## src/rtl/rtc_lector.sv

```systemverilog
// rtc_lector: periodic read sweep of the nine RTC time/date/timer registers.
// The bus is multiplexed: an address phase latched with wr_n is followed by a
// data phase read with rd_n. Captured bytes go into a shadow set, and all nine
// values are committed to the outputs together once the whole sweep succeeds.
module rtc_lector #(
  parameter int T_PULSE      = 10,
  parameter int T_GAP        = 10,
  parameter int SWEEP_PERIOD = 100000
) (
  input  logic       clk,
  input  logic       reset,
  input  logic       enable,
  input  logic       rd_req,
  input  logic [7:0] ad_in,
  output logic [7:0] ad_out,
  output logic       ad_oe,
  output logic       cs_n,
  output logic       rd_n,
  output logic       wr_n,
  output logic       a_d,
  output logic       busy,
  output logic       sweep_done,
  output logic       bcd_err,
  output logic [7:0] rsegr,
  output logic [7:0] rminr,
  output logic [7:0] rhorar,
  output logic [7:0] diar,
  output logic [7:0] mesr,
  output logic [7:0] annor,
  output logic [7:0] tsegr,
  output logic [7:0] tminr,
  output logic [7:0] thorar
);

  localparam int T_MAX = (T_PULSE > T_GAP) ? T_PULSE : T_GAP;
  localparam int TW    = $clog2(T_MAX) + 1;
  localparam int PW    = $clog2(SWEEP_PERIOD);

  localparam logic [TW-1:0] PULSE_LD = TW'(T_PULSE - 1);
  localparam logic [TW-1:0] GAP_LD   = TW'(T_GAP - 1);
  localparam logic [PW-1:0] P_LAST   = PW'(SWEEP_PERIOD - 1);

  typedef enum logic [2:0] {S_IDLE, S_ADDR, S_GAP1, S_DATA, S_GAP2, S_COMMIT} state_t;

  state_t        r_state;
  logic [TW-1:0] r_timer;
  logic [3:0]    r_idx;
  logic          r_err;
  logic          r_pend;
  logic [PW-1:0] r_period;
  logic [7:0]    r_shadow [9];
  logic [7:0]    r_val    [9];

  logic w_wrap;
  logic w_start;
  logic w_gap2_end;
  logic w_abort;

  // RTC register address for each sweep slot
  function automatic logic [7:0] reg_addr(input logic [3:0] idx);
    case (idx)
      4'd0:    return 8'h21;
      4'd1:    return 8'h22;
      4'd2:    return 8'h23;
      4'd3:    return 8'h24;
      4'd4:    return 8'h25;
      4'd5:    return 8'h26;
      4'd6:    return 8'h41;
      4'd7:    return 8'h42;
      4'd8:    return 8'h43;
      default: return 8'h00;
    endcase
  endfunction

  // A byte is usable only if both nibbles are decimal digits
  function automatic logic bcd_ok(input logic [7:0] v);
    return (v[7:4] <= 4'd9) && (v[3:0] <= 4'd9);
  endfunction

  assign w_wrap     = (r_period == P_LAST);
  assign w_start    = (r_state == S_IDLE) && r_pend && enable;
  assign w_gap2_end = (r_state == S_GAP2) && (r_timer == '0);
  assign w_abort    = w_gap2_end && !enable;

  // Free-running sweep period counter and the single-entry request latch.
  // A new request in the same cycle a sweep starts is kept, so it is not lost.
  always_ff @(posedge clk) begin
    if (reset) begin
      r_period <= '0;
      r_pend   <= 1'b0;
    end else begin
      r_period <= w_wrap ? '0 : r_period + 1'b1;
      if (w_wrap || rd_req || w_abort)
        r_pend <= 1'b1;
      else if (w_start)
        r_pend <= 1'b0;
    end
  end

  // Bus sequencer: phase timing, registered strobes, shadow capture, commit
  always_ff @(posedge clk) begin
    if (reset) begin
      r_state    <= S_IDLE;
      r_timer    <= '0;
      r_idx      <= 4'd0;
      r_err      <= 1'b0;
      cs_n       <= 1'b1;
      rd_n       <= 1'b1;
      wr_n       <= 1'b1;
      a_d        <= 1'b1;
      ad_oe      <= 1'b0;
      ad_out     <= 8'h00;
      busy       <= 1'b0;
      sweep_done <= 1'b0;
      bcd_err    <= 1'b0;
      for (int i = 0; i < 9; i++) begin
        r_shadow[i] <= 8'h00;
        r_val[i]    <= (i == 3 || i == 4) ? 8'h01 : 8'h00;
      end
    end else begin
      sweep_done <= 1'b0;
      if (r_timer != '0)
        r_timer <= r_timer - 1'b1;
      case (r_state)
        S_IDLE: begin
          if (w_start) begin
            r_state <= S_ADDR;
            r_timer <= PULSE_LD;
            r_idx   <= 4'd0;
            r_err   <= 1'b0;
            busy    <= 1'b1;
            cs_n    <= 1'b0;
            wr_n    <= 1'b0;
            a_d     <= 1'b0;
            ad_oe   <= 1'b1;
            ad_out  <= reg_addr(4'd0);
          end
        end
        S_ADDR: begin
          if (r_timer == '0) begin
            r_state <= S_GAP1;
            r_timer <= GAP_LD;
            cs_n    <= 1'b1;
            wr_n    <= 1'b1;
            ad_oe   <= 1'b0;
          end
        end
        S_GAP1: begin
          if (r_timer == '0) begin
            r_state <= S_DATA;
            r_timer <= PULSE_LD;
            cs_n    <= 1'b0;
            rd_n    <= 1'b0;
            a_d     <= 1'b1;
          end
        end
        S_DATA: begin
          if (r_timer == '0) begin
            // An invalid byte falls back to the committed value of that field
            if (bcd_ok(ad_in)) begin
              r_shadow[r_idx] <= ad_in;
            end else begin
              r_shadow[r_idx] <= r_val[r_idx];
              r_err           <= 1'b1;
            end
            r_state <= S_GAP2;
            r_timer <= GAP_LD;
            cs_n    <= 1'b1;
            rd_n    <= 1'b1;
          end
        end
        S_GAP2: begin
          if (w_gap2_end) begin
            if (!enable) begin
              // Yield to the write path; the request latch restarts the sweep
              r_state <= S_IDLE;
              busy    <= 1'b0;
            end else if (r_idx == 4'd8) begin
              r_state    <= S_COMMIT;
              sweep_done <= 1'b1;
              bcd_err    <= r_err;
              for (int i = 0; i < 9; i++)
                r_val[i] <= r_shadow[i];
            end else begin
              r_state <= S_ADDR;
              r_timer <= PULSE_LD;
              r_idx   <= r_idx + 4'd1;
              cs_n    <= 1'b0;
              wr_n    <= 1'b0;
              a_d     <= 1'b0;
              ad_oe   <= 1'b1;
              ad_out  <= reg_addr(r_idx + 4'd1);
            end
          end
        end
        S_COMMIT: begin
          r_state <= S_IDLE;
          busy    <= 1'b0;
        end
        default: r_state <= S_IDLE;
      endcase
    end
  end

  assign rsegr  = r_val[0];
  assign rminr  = r_val[1];
  assign rhorar = r_val[2];
  assign diar   = r_val[3];
  assign mesr   = r_val[4];
  assign annor  = r_val[5];
  assign tsegr  = r_val[6];
  assign tminr  = r_val[7];
  assign thorar = r_val[8];

endmodule
```

## config.mk

```make
export PLATFORM = sky130hd
export DESIGN_NAME = rtc_lector
export DESIGN_NICKNAME = d
export VERILOG_FILES = /design/src/rtl/rtc_lector.sv
export SDC_FILE = /design/constraint.sdc
export NUM_CORES = 1
export LEC_CHECK = 0
export ABC_AREA = 1
export BUFFER_PORTS_ARGS = -buffer_cell sky130_fd_sc_hd__clkbuf_2
export CAP_MARGIN = 20
export CORE_MARGIN = 8
export CORE_UTILIZATION = 40
export CTS_CLUSTER_SIZE = 16
export DETAILED_ROUTE_END_ITERATION = 10
export PLACE_DENSITY_LB_ADDON = 0.3
export SYNTH_ARGS = -nofsm -noshare
export SYNTH_HDL_FRONTEND = slang
export SYNTH_SLANG_ARGS = --single-unit
```

## constraint.sdc

```tcl
create_clock -name clk -period 3.41 [get_ports clk]
set_input_delay 0 -clock clk [delete_from_list [all_inputs] [get_ports clk]]
set_output_delay 0 -clock clk [all_outputs]
set_load 0.01 [all_outputs]
```

==> results.json <==
{
  "clock-sinks": 192,
  "ys_ff_latch": 192,
  "synth_area_per_cell_um2": 9.21,
  "drive_gt1_frac": 0.165,
  "yosys.area.top_type": "edfxtp_1",
  "cp.buffers_inverters": 1,
  "ys_warn_count": 0,
  "critPathArrivalTime_ps": 2600,
  "cts_tree": "yes",
  "crit_path_end_kind": "register",
  "syn_inst": 966,
  "synth_top_area_share": 0.486,
  "finalCritPeriodShare": 0.707,
  "rows": 54,
  "post-cts-setup-buffers": 0,
  "fillers": 2069,
  "first_global_vias": 6190,
  "clk_latency_ps": 440,
  "cts_resized": 0,
  "syn_area_mm2": 0.00889,
  "drc": 0,
  "register_area_mm2": 0.00529,
  "slowest_stage": "dfxtp_1",
  "violations": "negative hold slack",
  "dieArea_mm2": 0.0273,
  "worst-setup-path-type": "register to register",
  "leakage_nw": 4.33,
  "power.density_mw_per_mm2": 675,
  "cp_top_family": "simple AND/OR/NAND/NOR gates",
  "cpPeakStageDelay_ps": 380,
  "setup_violations": 0,
  "start_kind": "register",
  "start_util": 0.408,
  "fmax_mhz": 415,
  "crit_chain": "inv_1 > ha_1 > nand2_1 > nor2_2 > nand2_4 > nor2_4 > nand2_4 > or2_1",
  "finalHoldViolCount": 1,
  "dieWidth_um": 165,
  "critical_path_peak_fanout": 61,
  "cap_violations": 0,
  "vdd_drop_max_mv": 0.452,
  "grt_pass1_wl_um": 33600,
  "viasPerCell": 4.97,
  "wirelength_um": 22000,
  "max_slew_margin": 0.523,
  "die-height_um": 165,
  "power_w": 0.00683,
  "skew_ps": 14.6,
  "clock-root-buffer": "clkbuf_16",
  "cp.required_ps": 3600,
  "wire_per_inst_um": 16.3,
  "cts_hold_buf": 2,
  "hpwl_um": 15700,
  "ctsHtreeMaxLevel": 4,
  "io_pins": 100,
  "rsz0062_at_grt": "no",
  "grt_overflow_total": 0,
  "setup_tns_ps": 0,
  "clkSlewWorstSetupHoldPaths_ps": 70,
  "drtIter0Drc": 494,
  "ys_seq_area_frac": 0.594,
  "dr.pass1.iters": 6,
  "worst_path_most_repeated_cell": "nand2_4",
  "fin_crit_ps": 2410,
  "area_delta_synth_final_pct": 13.8,
  "ant_nets": 0,
  "cts_buffers": 17,
  "place_congestion": 0.915,
  "grt_max_degree": 73,
  "whs_ps": -0.417,
  "slew_viol_final": 0,
  "outcome": "complete, but fails checks",
  "portBuffers": 96,
  "clock_path_buffers": 2,
  "core-area_mm2": 0.0218,
  "vias": 6711,
  "ys_top_cells_by_area": "edfxtp_1 49%, dfxtp_1 11%, nand2_1 8.1%, nor2_1 7.1%, inv_1 5.7%",
  "worstHoldPathType": "input port to register",
  "tightest_slew_ps": 715,
  "multi_input_area_mm2": 0.00285,
  "final_core_util": 0.464,
  "n_antenna_cell": 0,
  "synth_cell_types": 39,
  "grtUsageTotal": 0.163,
  "antenna_found_initial": 0,
  "fin_nets": 1077
}
-- cell usage after synthesis (all sizes together) --
library cell  instances
nand4                10
xor2                  2
o21a                  1
xnor2                 1
a21oi                64
o211ai                1
nor2                178
and2                  1
inv                 137
o22ai                 1
ha                    8
buf                  27
nand3                90
clkinv                1
or2                   6
a22oi                 1
nand2               208
edfxtp              144
dfxtp                48
conb                  1
clkbuf                8
nor3                 11
o21ai                15
a211oi                1
nand3b                1
-- worst register-to-register path: stages, from the launching register on --
cell and delay (ps):
dfxtp_1 380, inv_1 160, ha_1 320, nand2_1 100, nor2_2 210, nand2_4 90, nor2_4 150, nand2_4 360
or2_1 390
-- per-layer routing --
metal / up-vias / track usage / routed length [um]
met2: 283 / 0.255 / 9870
met5: - / 0 / 0
met4: 0 / 0.0594 / 507
met3: 35 / 0.0392 / 2100
li1: 3302 / - / -
met1: 3091 / 0.216 / 9530
-- cells in the final DEF (no fill, tap or decap), drive strengths merged --
cell type	count
dfxtp	48
a22oi	1
o211ai	1
o21ai	15
clkinvlp	2
a211oi	1
or2	6
o22ai	1
edfxtp	144
o21a	1
ha	8
xnor2	1
dlygate4sd3	2
nor2	178
clkbuf	114
nand4	10
xor2	2
and2	1
nand3	90
inv	145
conb	3
nand3b	1
nand2	208
buf	7
a21oi	64
nor3	11
clkinv	5
-- per-stage QoR --
step	worst slack [ps]	std cells	cell area, um2	hold slack (ps)
2_1_floorplan	143	968	8900	189
3_3_place_gp	1120	1316	9550	310
3_5_place_dp	992	1316	9550	324
4_1_cts	988	1350	10100	3.09
5_1_grt	789	1350	10100	22.7
6_report	998	1350	10100	-0.417
-- path summary, 6_finish.rpt --
path                            startpoint          end  slack (ps)  cells past startpoint
worst max-delay path              r_idx[0]  r_val[3][0]        1000                      8
worst min-delay path                 reset   r_state[0]        -0.4                      2
worst max register to register    r_idx[0]  r_val[3][0]        1000                      8
worst min register to register         a_d          a_d         450                      2
-- cells by family (layout without fill, tap and decap cells) --
kind of cell             Yosys count  count (layout)  synth area share
AO/OA/AOI/OAI                     84              84            0.0490
buffers and inverters            173             275            0.0861
XOR/XNOR                           3               3           0.00295
flip-flops                       192             192             0.594
AND/OR/NAND/NOR                  505             505             0.256
adder cells (fa/ha/maj)            8               8            0.0113
other                              1               3          0.000422
-- registers in the layout (all words and copies together) (netlist names), 3 cells and up, named ones only --
| signal | cells |
|---|---|
| r_period | 17 |
| r_timer | 5 |
| r_idx | 4 |
| r_shadow | 72 |
| r_val | 72 |
| ad_out | 5 |
| r_state | 3 |
-- power breakdown --
group	internal, W	total [W]	switching, W
sequential	0.00272	0.00291	0.000190
combinational	0.000600	0.00203	0.00143
clock	0.000958	0.00189	0.000934
total	0.00427	0.00683	0.00256
-- cell type report --
cell class                 count  area share
sequential                   192       0.522
inverter                     138      0.0512
clock inverter                14      0.0119
multi-input combinational    603       0.282
clock buffer                  18      0.0424
tap                          280      0.0346
timing repair buffer         105      0.0559
Power figures use the tool's default switching activity.
